===== src/rtl/lut_cfg_pkg.sv =====
// -----------------------------------------------------------------------------
// lut_cfg_pkg
// Shared definitions for the LUT bank configuration controller:
//   - cfg_state_e : load sequencer states (IDLE -> SHIFT -> COMMIT -> IDLE)
//   - LUT_INIT_W  : width of one LUT INIT word (6-input LUT => 64 bits)
//   - clog2       : elaboration-time ceil(log2(n)) for index widths
// Ports: none (package).
// -----------------------------------------------------------------------------
package lut_cfg_pkg;

  typedef enum logic [1:0] {
    IDLE   = 2'd0,
    SHIFT  = 2'd1,
    COMMIT = 2'd2
  } cfg_state_e;

  localparam int LUT_INIT_W = 64;

  function automatic int clog2(input int n);
    int r;
    r = 0;
    for (int v = n - 1; v > 0; v = v >> 1) begin
      r = r + 1;
    end
    return r;
  endfunction

endpackage


===== src/rtl/lut_bank_lookup.sv =====
// -----------------------------------------------------------------------------
// lut_bank_lookup
// Active LUT bank storage with one commit write port and a registered
// O6/O5 lookup port. The bank is only ever written by a whole-word commit,
// so lookups never observe a partially loaded word.
// Optional macro LUT_CFG_READBACK_EN adds a registered whole-word readback.
//
// Ports:
//   clk, rst_n            clock / async active-low reset
//   wr_en, wr_idx, wr_data  commit write of a full INIT word
//   lk_valid, lk_sel, lk_in lookup request (LUT select, inputs I5..I0)
//   lk_vld_o, lk_o6, lk_o5  registered lookup result (1-cycle latency)
//   rb_idx, rb_data        (LUT_CFG_READBACK_EN only) registered readback
// -----------------------------------------------------------------------------
module lut_bank_lookup
  import lut_cfg_pkg::*;
#(
  parameter int          N_LUT        = 4,
  parameter int          IDX_W        = 2,
  parameter logic [63:0] INIT_DEFAULT = 64'h0
) (
  input  logic                  clk,
  input  logic                  rst_n,
  input  logic                  wr_en,
  input  logic [IDX_W-1:0]      wr_idx,
  input  logic [LUT_INIT_W-1:0] wr_data,
  input  logic                  lk_valid,
  input  logic [IDX_W-1:0]      lk_sel,
  input  logic [5:0]            lk_in,
  output logic                  lk_vld_o,
  output logic                  lk_o6,
  output logic                  lk_o5
`ifdef LUT_CFG_READBACK_EN
  ,
  input  logic [IDX_W-1:0]      rb_idx,
  output logic [LUT_INIT_W-1:0] rb_data
`endif
);

  localparam logic [IDX_W:0] N_LUT_C = (IDX_W + 1)'(N_LUT);

  logic [LUT_INIT_W-1:0] bank [N_LUT];
  logic [LUT_INIT_W-1:0] lk_word_p0;
  logic                  lk_sel_ok_p0;

  always_ff @(posedge clk or negedge rst_n) begin
    if (!rst_n) begin
      for (int i = 0; i < N_LUT; i++) begin
        bank[i] <= INIT_DEFAULT;
      end
    end else if (wr_en) begin
      bank[wr_idx] <= wr_data;
    end
  end

  // Out-of-range selects read as an all-zero word so O6/O5 come out 0.
  always_comb begin
    lk_sel_ok_p0 = ({1'b0, lk_sel} < N_LUT_C);
    lk_word_p0   = '0;
    if (lk_sel_ok_p0) begin
      lk_word_p0 = bank[lk_sel];
    end
  end

  // ---- stage p0 -> p1: registered lookup ----
  always_ff @(posedge clk or negedge rst_n) begin
    if (!rst_n) begin
      lk_vld_o <= 1'b0;
      lk_o6    <= 1'b0;
      lk_o5    <= 1'b0;
    end else begin
      lk_vld_o <= lk_valid;
      if (lk_valid) begin
        lk_o6 <= lk_word_p0[lk_in];
        lk_o5 <= lk_word_p0[{1'b0, lk_in[4:0]}];
      end
    end
  end

`ifdef LUT_CFG_READBACK_EN
  logic rb_ok_p0;
  assign rb_ok_p0 = ({1'b0, rb_idx} < N_LUT_C);

  always_ff @(posedge clk or negedge rst_n) begin
    if (!rst_n) begin
      rb_data <= '0;
    end else if (rb_ok_p0) begin
      rb_data <= bank[rb_idx];
    end else begin
      rb_data <= '0;
    end
  end
`else
  // Readback disabled: no readback ports or storage taps.
`endif

endmodule


===== src/rtl/lut_bank_cfg_ctrl.sv =====
// -----------------------------------------------------------------------------
// lut_bank_cfg_ctrl
// Configuration controller for a bank of N_LUT 6-input/dual-output LUTs
// (O6 = INIT[I5..I0], O5 = INIT[I4..I0]). A 64-bit INIT word accepted on the
// valid/ready command port is shifted SHIFT_W bits per cycle into a shadow
// register, then committed in one cycle to the active bank. Lookups are
// served from the active bank every cycle, independent of any load.
// Optional macro LUT_CFG_READBACK_EN adds rb_idx/rb_data whole-word readback.
//
// Ports:
//   clk, rst_n                    clock / async active-low reset
//   cmd_valid, cmd_ready          command handshake
//   cmd_idx, cmd_init             target LUT and new INIT word
//   cfg_busy                      load in progress (SHIFT or COMMIT)
//   cfg_done                      one-cycle pulse during COMMIT
//   cfg_err                       one-cycle pulse after an out-of-range cmd_idx
//   lk_valid, lk_sel, lk_in       lookup request
//   lk_vld_o, lk_o6, lk_o5        registered lookup result
//   rb_idx, rb_data               (LUT_CFG_READBACK_EN only) readback
// -----------------------------------------------------------------------------
module lut_bank_cfg_ctrl
  import lut_cfg_pkg::*;
#(
  parameter int          N_LUT        = 4,
  parameter int          SHIFT_W      = 8,
  parameter logic [63:0] INIT_DEFAULT = 64'h0,
  localparam int         IDX_W        = clog2(N_LUT)
) (
  input  logic                  clk,
  input  logic                  rst_n,
  input  logic                  cmd_valid,
  output logic                  cmd_ready,
  input  logic [IDX_W-1:0]      cmd_idx,
  input  logic [LUT_INIT_W-1:0] cmd_init,
  output logic                  cfg_busy,
  output logic                  cfg_done,
  output logic                  cfg_err,
  input  logic                  lk_valid,
  input  logic [IDX_W-1:0]      lk_sel,
  input  logic [5:0]            lk_in,
  output logic                  lk_vld_o,
  output logic                  lk_o6,
  output logic                  lk_o5
`ifdef LUT_CFG_READBACK_EN
  ,
  input  logic [IDX_W-1:0]      rb_idx,
  output logic [LUT_INIT_W-1:0] rb_data
`endif
);

  localparam int             N_SHIFT  = LUT_INIT_W / SHIFT_W;
  localparam logic [6:0]     LAST_CNT = 7'(N_SHIFT - 1);
  localparam logic [IDX_W:0] N_LUT_C  = (IDX_W + 1)'(N_LUT);

  cfg_state_e            state;
  logic [IDX_W-1:0]      buf_idx;
  logic [LUT_INIT_W-1:0] buf_init;
  logic [LUT_INIT_W-1:0] shadow;
  logic [6:0]            cnt;
  logic [SHIFT_W-1:0]    chunk;
  logic                  accept;
  logic                  idx_ok;

  // New chunk enters at the top; after N_SHIFT steps chunk 0 sits at bit 0.
  // Written as shifts so SHIFT_W = 64 needs no zero-width slice.
  function automatic logic [LUT_INIT_W-1:0] shift_in(
    input logic [LUT_INIT_W-1:0] cur,
    input logic [SHIFT_W-1:0]    ins
  );
    return (cur >> SHIFT_W) | (LUT_INIT_W'(ins) << (LUT_INIT_W - SHIFT_W));
  endfunction

  always_comb begin
    chunk  = SHIFT_W'(buf_init >> (SHIFT_W * int'(cnt)));
    accept = cmd_valid && cmd_ready;
    idx_ok = ({1'b0, cmd_idx} < N_LUT_C);
  end

  // Command buffer is pure data; it is only consumed after a fresh accept.
  always_ff @(posedge clk) begin
    if (accept) begin
      buf_idx  <= cmd_idx;
      buf_init <= cmd_init;
    end
  end

  always_ff @(posedge clk or negedge rst_n) begin
    if (!rst_n) begin
      state     <= IDLE;
      cmd_ready <= 1'b1;
      cfg_busy  <= 1'b0;
      cfg_done  <= 1'b0;
      cfg_err   <= 1'b0;
      shadow    <= INIT_DEFAULT;
      cnt       <= '0;
    end else begin
      cfg_done <= 1'b0;
      cfg_err  <= 1'b0;
      case (state)
        IDLE: begin
          if (accept) begin
            cnt <= '0;
            if (idx_ok) begin
              state     <= SHIFT;
              cmd_ready <= 1'b0;
              cfg_busy  <= 1'b1;
            end else begin
              cfg_err <= 1'b1;
            end
          end
        end
        SHIFT: begin
          shadow <= shift_in(shadow, chunk);
          if (cnt == LAST_CNT) begin
            cnt      <= '0;
            state    <= COMMIT;
            cfg_done <= 1'b1;
          end else begin
            cnt <= cnt + 7'd1;
          end
        end
        COMMIT: begin
          state     <= IDLE;
          cmd_ready <= 1'b1;
          cfg_busy  <= 1'b0;
        end
        default: begin
          state     <= IDLE;
          cmd_ready <= 1'b1;
          cfg_busy  <= 1'b0;
        end
      endcase
    end
  end

  // ---- commit boundary: bank written on the closing edge of COMMIT ----
  logic wr_en;
  assign wr_en = (state == COMMIT);

  lut_bank_lookup #(
    .N_LUT        (N_LUT),
    .IDX_W        (IDX_W),
    .INIT_DEFAULT (INIT_DEFAULT)
  ) u_bank (
    .clk      (clk),
    .rst_n    (rst_n),
    .wr_en    (wr_en),
    .wr_idx   (buf_idx),
    .wr_data  (shadow),
    .lk_valid (lk_valid),
    .lk_sel   (lk_sel),
    .lk_in    (lk_in),
    .lk_vld_o (lk_vld_o),
    .lk_o6    (lk_o6),
    .lk_o5    (lk_o5)
`ifdef LUT_CFG_READBACK_EN
    ,
    .rb_idx   (rb_idx),
    .rb_data  (rb_data)
`endif
  );

endmodule


===== config.mk =====
export PLATFORM = sky130hd
export DESIGN_NAME = lut_bank_cfg_ctrl
export DESIGN_NICKNAME = d
export VERILOG_FILES = /design/src/rtl/lut_cfg_pkg.sv /design/src/rtl/lut_bank_lookup.sv /design/src/rtl/lut_bank_cfg_ctrl.sv
export SDC_FILE = /design/constraint.sdc
export NUM_CORES = 1
export LEC_CHECK = 0
export BUFFER_PORTS_ARGS = -buffer_cell sky130_fd_sc_hd__buf_2
export CORE_MARGIN = 5
export CORE_UTILIZATION = 60
export DETAILED_ROUTE_END_ITERATION = 16
export PLACE_DENSITY = 0.85
export SYNTH_ARGS = -nofsm -noshare
export SYNTH_HDL_FRONTEND = slang
export SYNTH_SLANG_ARGS = --single-unit
export TNS_END_PERCENT = 10

===== constraint.sdc =====
create_clock -name clk -period 3.5 [get_ports clk]
set_clock_uncertainty 0.15 [all_clocks]
set_input_delay 0.35 -clock clk [delete_from_list [all_inputs] [get_ports clk]]
set_output_delay 0.35 -clock clk [all_outputs]
set_load 0.02 [all_outputs]

* After elaboration in Yosys (flattened, before gate mapping)
Cells that the tools add are included.
** Operators by class
- Order comparisons :: 5
- Multiplexer cells :: 22
- Shift-type cells :: 1
- $add $sub $neg :: 1
- Eq/ne operators :: 5
- Reduce and logical (&&, ||, !) cells :: 7
- Bitwise operators :: 4
** Operators by type and width (count)
- $bwmux 256 :: 1
- $mux 64 :: 3
- $bmux 64 s2 :: 1
- $demux 64 s2 :: 1
- $or 56x64->64 :: 1
- $shr 64x10->8 :: 1
- $mux 7 :: 2
- $pmux 7 s2 :: 1
- $add 7x1->7 const B :: 1
- $eq 7x3->1 const B :: 1
- $lt 5x7->1 const B :: 1
- $lt 6x7->1 const B :: 1
- $bmux 1 s6 :: 1
- $ge 3x3->1 const B :: 2
- $mux 1 :: 6
- $not 2->3 :: 2
- $reduce_and 2->1 :: 3
- $bmux 1 s5 :: 1
- $mux 2 :: 2
- $ne 2x2->1 const B :: 2
- $pmux 1 s2 :: 2
- $pmux 2 s2 :: 1
- $lt 3x1->1 const B :: 1
- $eq 2x1->1 const B :: 1
- 5 further kinds :: 6
** Storage, ports and cells
- Flip-flop bits (word level) :: 401
- Word-level logic and storage cells :: 60
- Output and inout bits :: 7

* Longest topological paths before layout
- Depth after elaboration :: 6
- Gate-level depth with buffers :: 10

* Modules after synthesis
From an unflattened synthesis, not the netlist that was laid out.
** Second synthesis, totals
- Cell total of the unflattened synthesis :: 1200
- Area total of the unflattened synthesis :: 17384.2 sq um
** Modules (own cells, without submodules)
- lut_bank_lookup :: cells an instance 761, area an instance 11882.6 sq um, sequential area each 6481.2 sq um, times used 1
- lut_bank_cfg_ctrl :: cells an instance 439, area an instance 5501.5 sq um, sequential area each 3885.0 sq um, times used 1

* Worst setup path before layout
Ideal clock, no wire load.
- Path type :: reg-to-reg
- Start :: register cmd_ready
- End :: register cnt[3]
- Arrival time :: 2.707 ns
- Required time :: 3.213 ns
- Path slack :: 0.506 ns
- Library setup time :: 0.137 ns
- Cell stages (with the launch flop) :: 7
- Path buffers :: 0
- Cell sequence :: dfstp_2 nand2_1 inv_1 o21bai_1 o21bai_1 nand2_1 o31ai_1
** On the way
- Longest elaborated chain between the ends :: 3
** RTL lines
- from (decl) :: line lut_bank_cfg_ctrl.sv:32 : output logic cmd_ready,
- from (signal assigned) :: line lut_bank_cfg_ctrl.sv:90 : cmd_ready <= 1'b1;
- from (signal assigned) :: line lut_bank_cfg_ctrl.sv:105 : cmd_ready <= 1'b0;
- from (signal assigned) :: line lut_bank_cfg_ctrl.sv:124 : cmd_ready <= 1'b1;
- $logic_and 1x1->1 :: line lut_bank_cfg_ctrl.sv:75 : accept = cmd_valid && cmd_ready;
- via accept :: line lut_bank_cfg_ctrl.sv:61 : logic accept;
- $ne 2x2->1 (no line)
- $reduce_and 2->1 (no line)
- to (signal assigned) :: line lut_bank_cfg_ctrl.sv:119 : cnt <= cnt + 7'd1;
- to (decl) :: line lut_bank_cfg_ctrl.sv:59 : logic [6:0] cnt;
The timed path passes the listed nets, and every way through them passes these cells.
A chain may end at the register's enable or synchronous reset.

* Worst setup path after layout
- Start :: register u_bank.bank[0] in the netlist's numbering
- End :: register u_bank.lk_o6
** On the way
- Longest elaborated chain between the ends :: 5
** RTL lines
- from (decl) :: line lut_bank_lookup.sv:42 : logic [LUT_INIT_W-1:0] bank [N_LUT];
- from (signal, indexed assignment) :: line lut_bank_lookup.sv:52 : bank[wr_idx] <= wr_data;
- $bmux 64 s2 :: line lut_bank_lookup.sv:61 : lk_word_p0 = bank[lk_sel];
- $mux 64 (not written as such) (2 in series) :: line lut_bank_lookup.sv:61
- $bmux 1 s6 :: line lut_bank_lookup.sv:74 : lk_o6 <= lk_word_p0[lk_in];
- $mux 1 (not written as such) :: line lut_bank_lookup.sv:74
- to (signal assigned) :: line lut_bank_lookup.sv:74
- to (decl) :: line lut_bank_lookup.sv:31 : output logic lk_o6,
No other way between the ends. The select of a mux whose other input is x is not followed.

==> reports/qor.yml <==
global_routing:
  antenna_found_initial: 0
  grt_max_degree: 97
  grt_first_pass_wirelength_um: 67700
  grt_pass1_vias: 12000
  grt_overflow_total: 0
  grt_usage_pct: 26.0
floorplanning:
  start_util_pct: 60.5
  die-area_um2: 32300
  die_h_um: 180
  rows: 62
  io_pins: 85
  core_area_um2: 28500
  die_x_um: 180
critical_path:
  crit_family: "multiplexers"
  path_buf_inv: 0
  cpPeakStageDelay_ns: 0.50
  startpoint_type: "flip-flop"
  path_cells: "mux4_1 -> mux4_2 -> or4_1 -> nand3_1 -> or4_1 -> o22ai_1"
  end_kind: "flip-flop"
  critPathKind: "flip-flop to flip-flop"
  critical_path_required_ns: 3.75
  regToRegSetupSlack_ns: 1.10
  crit_fanout: 2
  cp_slowest_cell: "mux4_1"
  cp_data_arrival_time_ns: 2.65
  crit_top_cell: "or4_1"
cts:
  clock-sinks: 401
  ctsResizeCount: 0
  cts_hold_buf: 70
  cts.root.buffer_cell: "clkbuf_16"
  clockBufferDepth: 3
  insertion_delay_ns: 0.54
  h-tree-depth: 2
  postCtsSetupRepairBufs: 0
  cts_buffers: 41
  cts_tree: "built"
  clk_pin_slew_worst_paths_ns: 0.06
synthesis:
  syn_avg_cell_area_um2: 14.7
  ys_ff_latch: 401
  synth_warnings: 0
  syn-cell-area_um2: 17300
  synth_edf_count: 66
  ys.flop_type: "dfrtp_1"
  async_flop_share_pct: 83.5
  syn_nets: 1257
  ys_types: 57
  postSynthCellCount: 1178
  synth_seq_area_share_pct: 60.0
sta:
  finalHoldViolCount: 0
  fin_crit_sh_pct: 68.6
  totalNegativeSetupSlack_ns: 0
  min_period_ns: 2.40
  timing.fmax_mhz: 416
  relSlewSlack_pct: 48.1
  rsz0062_at_grt: "no"
  tightestPinTransition_ns: 0.779
  drv_slew: 0
  finalSetupViolCount: 0
route:
  firstDrtPassIters: 7
  wl_um: 41000
  vias_per_cell: 6.26
  dr_total_vias: 10900
  drtAntennaViolNets: 0
  drt_iter0_markers: 1021
  avgRoutedWirePerCell_um: 23.6
  drc_errors: 0
run_status:
  outcome: "completed"
finish:
  layout.nets: 1408
  layout_common_cells: "dfrtp_1 (334), mux2_2 (261), nand2_1 (212)"
  fin_area_um2: 20200
  diodes: 0
  area_delta_synth_final_pct: 16.9
  drive_above_1_share_pct: 36.2
  nFillCells: 1762
  final_common_cell: "dfrtp_1"
flow_run:
  drv_cap: 0
place:
  numPortBuffers: 83
  hpwl_um: 22700
  place.gp.congestion: 0.828
  placed_area_um2: 18200
pwr:
  p_per_area_nw_per_um2: 661
  leakagePower_nw: 9.37
  ir_worst_vdd_mv: 0.498
  power.total_mw: 13.3
worst_hold_path:
  hp-class: "primary input to flip-flop"
==> path summary, 6_finish.rpt <==
check / from / end / cells past startpoint
max: u_bank.bank[0]$_DFFE_PN0P_ / u_bank.lk_o6$_DFFE_PN0P_ / 6
min: lk_in[3] / u_bank.lk_o6$_DFFE_PN0P_ / 4
max reg2reg: u_bank.bank[0]$_DFFE_PN0P_ / u_bank.lk_o6$_DFFE_PN0P_ / 6
min reg2reg: u_bank.bank[142]$_DFFE_PN0P_ / u_bank.bank[142]$_DFFE_PN0P_ / 1
max in group asynchronous: rst_n / cmd_ready$_DFFE_PN1P_ / 3
min in group asynchronous: rst_n / u_bank.bank[33]$_DFFE_PN0P_ / 2
==> routing by layer <==
layer  share of wire [%]  wire length [µm]  track usage, %
met1                  40             16300            35.0
met2                  52             21200            44.1
met3                 5.9              2410            4.53
met4                 2.8              1140            8.02
met5                   0                 0               0
==> cells in the mapped netlist (3+ instances only) <==
master	number	area share [%]
a211oi_1	9	0.39
nand4b_1	3	0.15
nor2b_1	5	0.18
a21oi_1	3	0.087
mux4_2	50	6.5
buf_6	5	0.33
o221ai_1	3	0.15
mux4_1	21	3.2
nand3_1	7	0.20
buf_1	4	0.087
dfrtp_1	334	48
mux2i_1	31	1.8
or4_1	3	0.13
nand2b_1	5	0.18
o21bai_1	3	0.13
a22oi_1	6	0.26
buf_4	7	0.30
nand2_1	212	4.6
o22ai_1	3	0.11
buf_2	7	0.20
nor3_1	3	0.087
nor2_1	13	0.28
edfxtp_1	66	11
clkbuf_1	51	1.1
mux2_2	261	17
a31oi_1	3	0.11
o21ai_0	13	0.38
nand4_1	7	0.25
inv_1	6	0.13
o31ai_1	3	0.13
==> worst min-delay path, cell delays in order <==
cell	delay (ns)
buf_2	0.17
nand4_1	0.10
nor4_1	0.06
o22ai_1	0.13
==> logic make-up after synthesis <==
kind of cell             Yosys count  share of synthesized area (%)
flip-flops                       401                           60.0
AO/OA/AOI/OAI                     61                           2.49
adder cells (fa/ha/maj)            1                         0.0724
AND/OR/NAND/NOR                  269                           6.56
buffers and inverters             82                           2.30
other                              1                         0.0217
multiplexers                     363                           28.5
==> per-stage QoR <==
stage / setup slack, ns / hold WS (ns) / std cells / utilization, %
3_5_place_dp: 0.598 / 0.287 / 1600 / 63.7
5_1_grt: 0.976 / 0.197 / 1742 / 70.7
3_3_place_gp: 0.714 / 0.284 / 1600 / 63.7
2_1_floorplan: 0.506 / -0.0956 / 1178 / -
4_1_cts: 1.09 / 0.149 / 1742 / 70.7
6_report: 1.10 / 0.182 / 1742 / 70.7
==> flip-flops by register name, indices dropped and copies added (netlist names), 2 cells and up <==
name	flops
buf_init	64
buf_idx	2
cnt	7
shadow	64
state	2
u_bank.bank	256
==> report_power, final <==
group / internal, mW / switching [mW]
sequential: 5.66 / 0.913
combinational: 1.24 / 1.30
clock: 2.44 / 1.79
total: 9.34 / 4.01
==> area by class of cell <==
type                    instances  area [µm²]  area share, %
flip-flops and latches        401       10400           51.4
multi-input cells             695        6550           32.5
repair buffers                183        1470           7.28
clock buffers                  60        1190           5.88
well taps                     384         480           2.38
clock inverters                12         106          0.527
inverters                       7        26.3          0.130
Power figures use the tool's default switching activity.
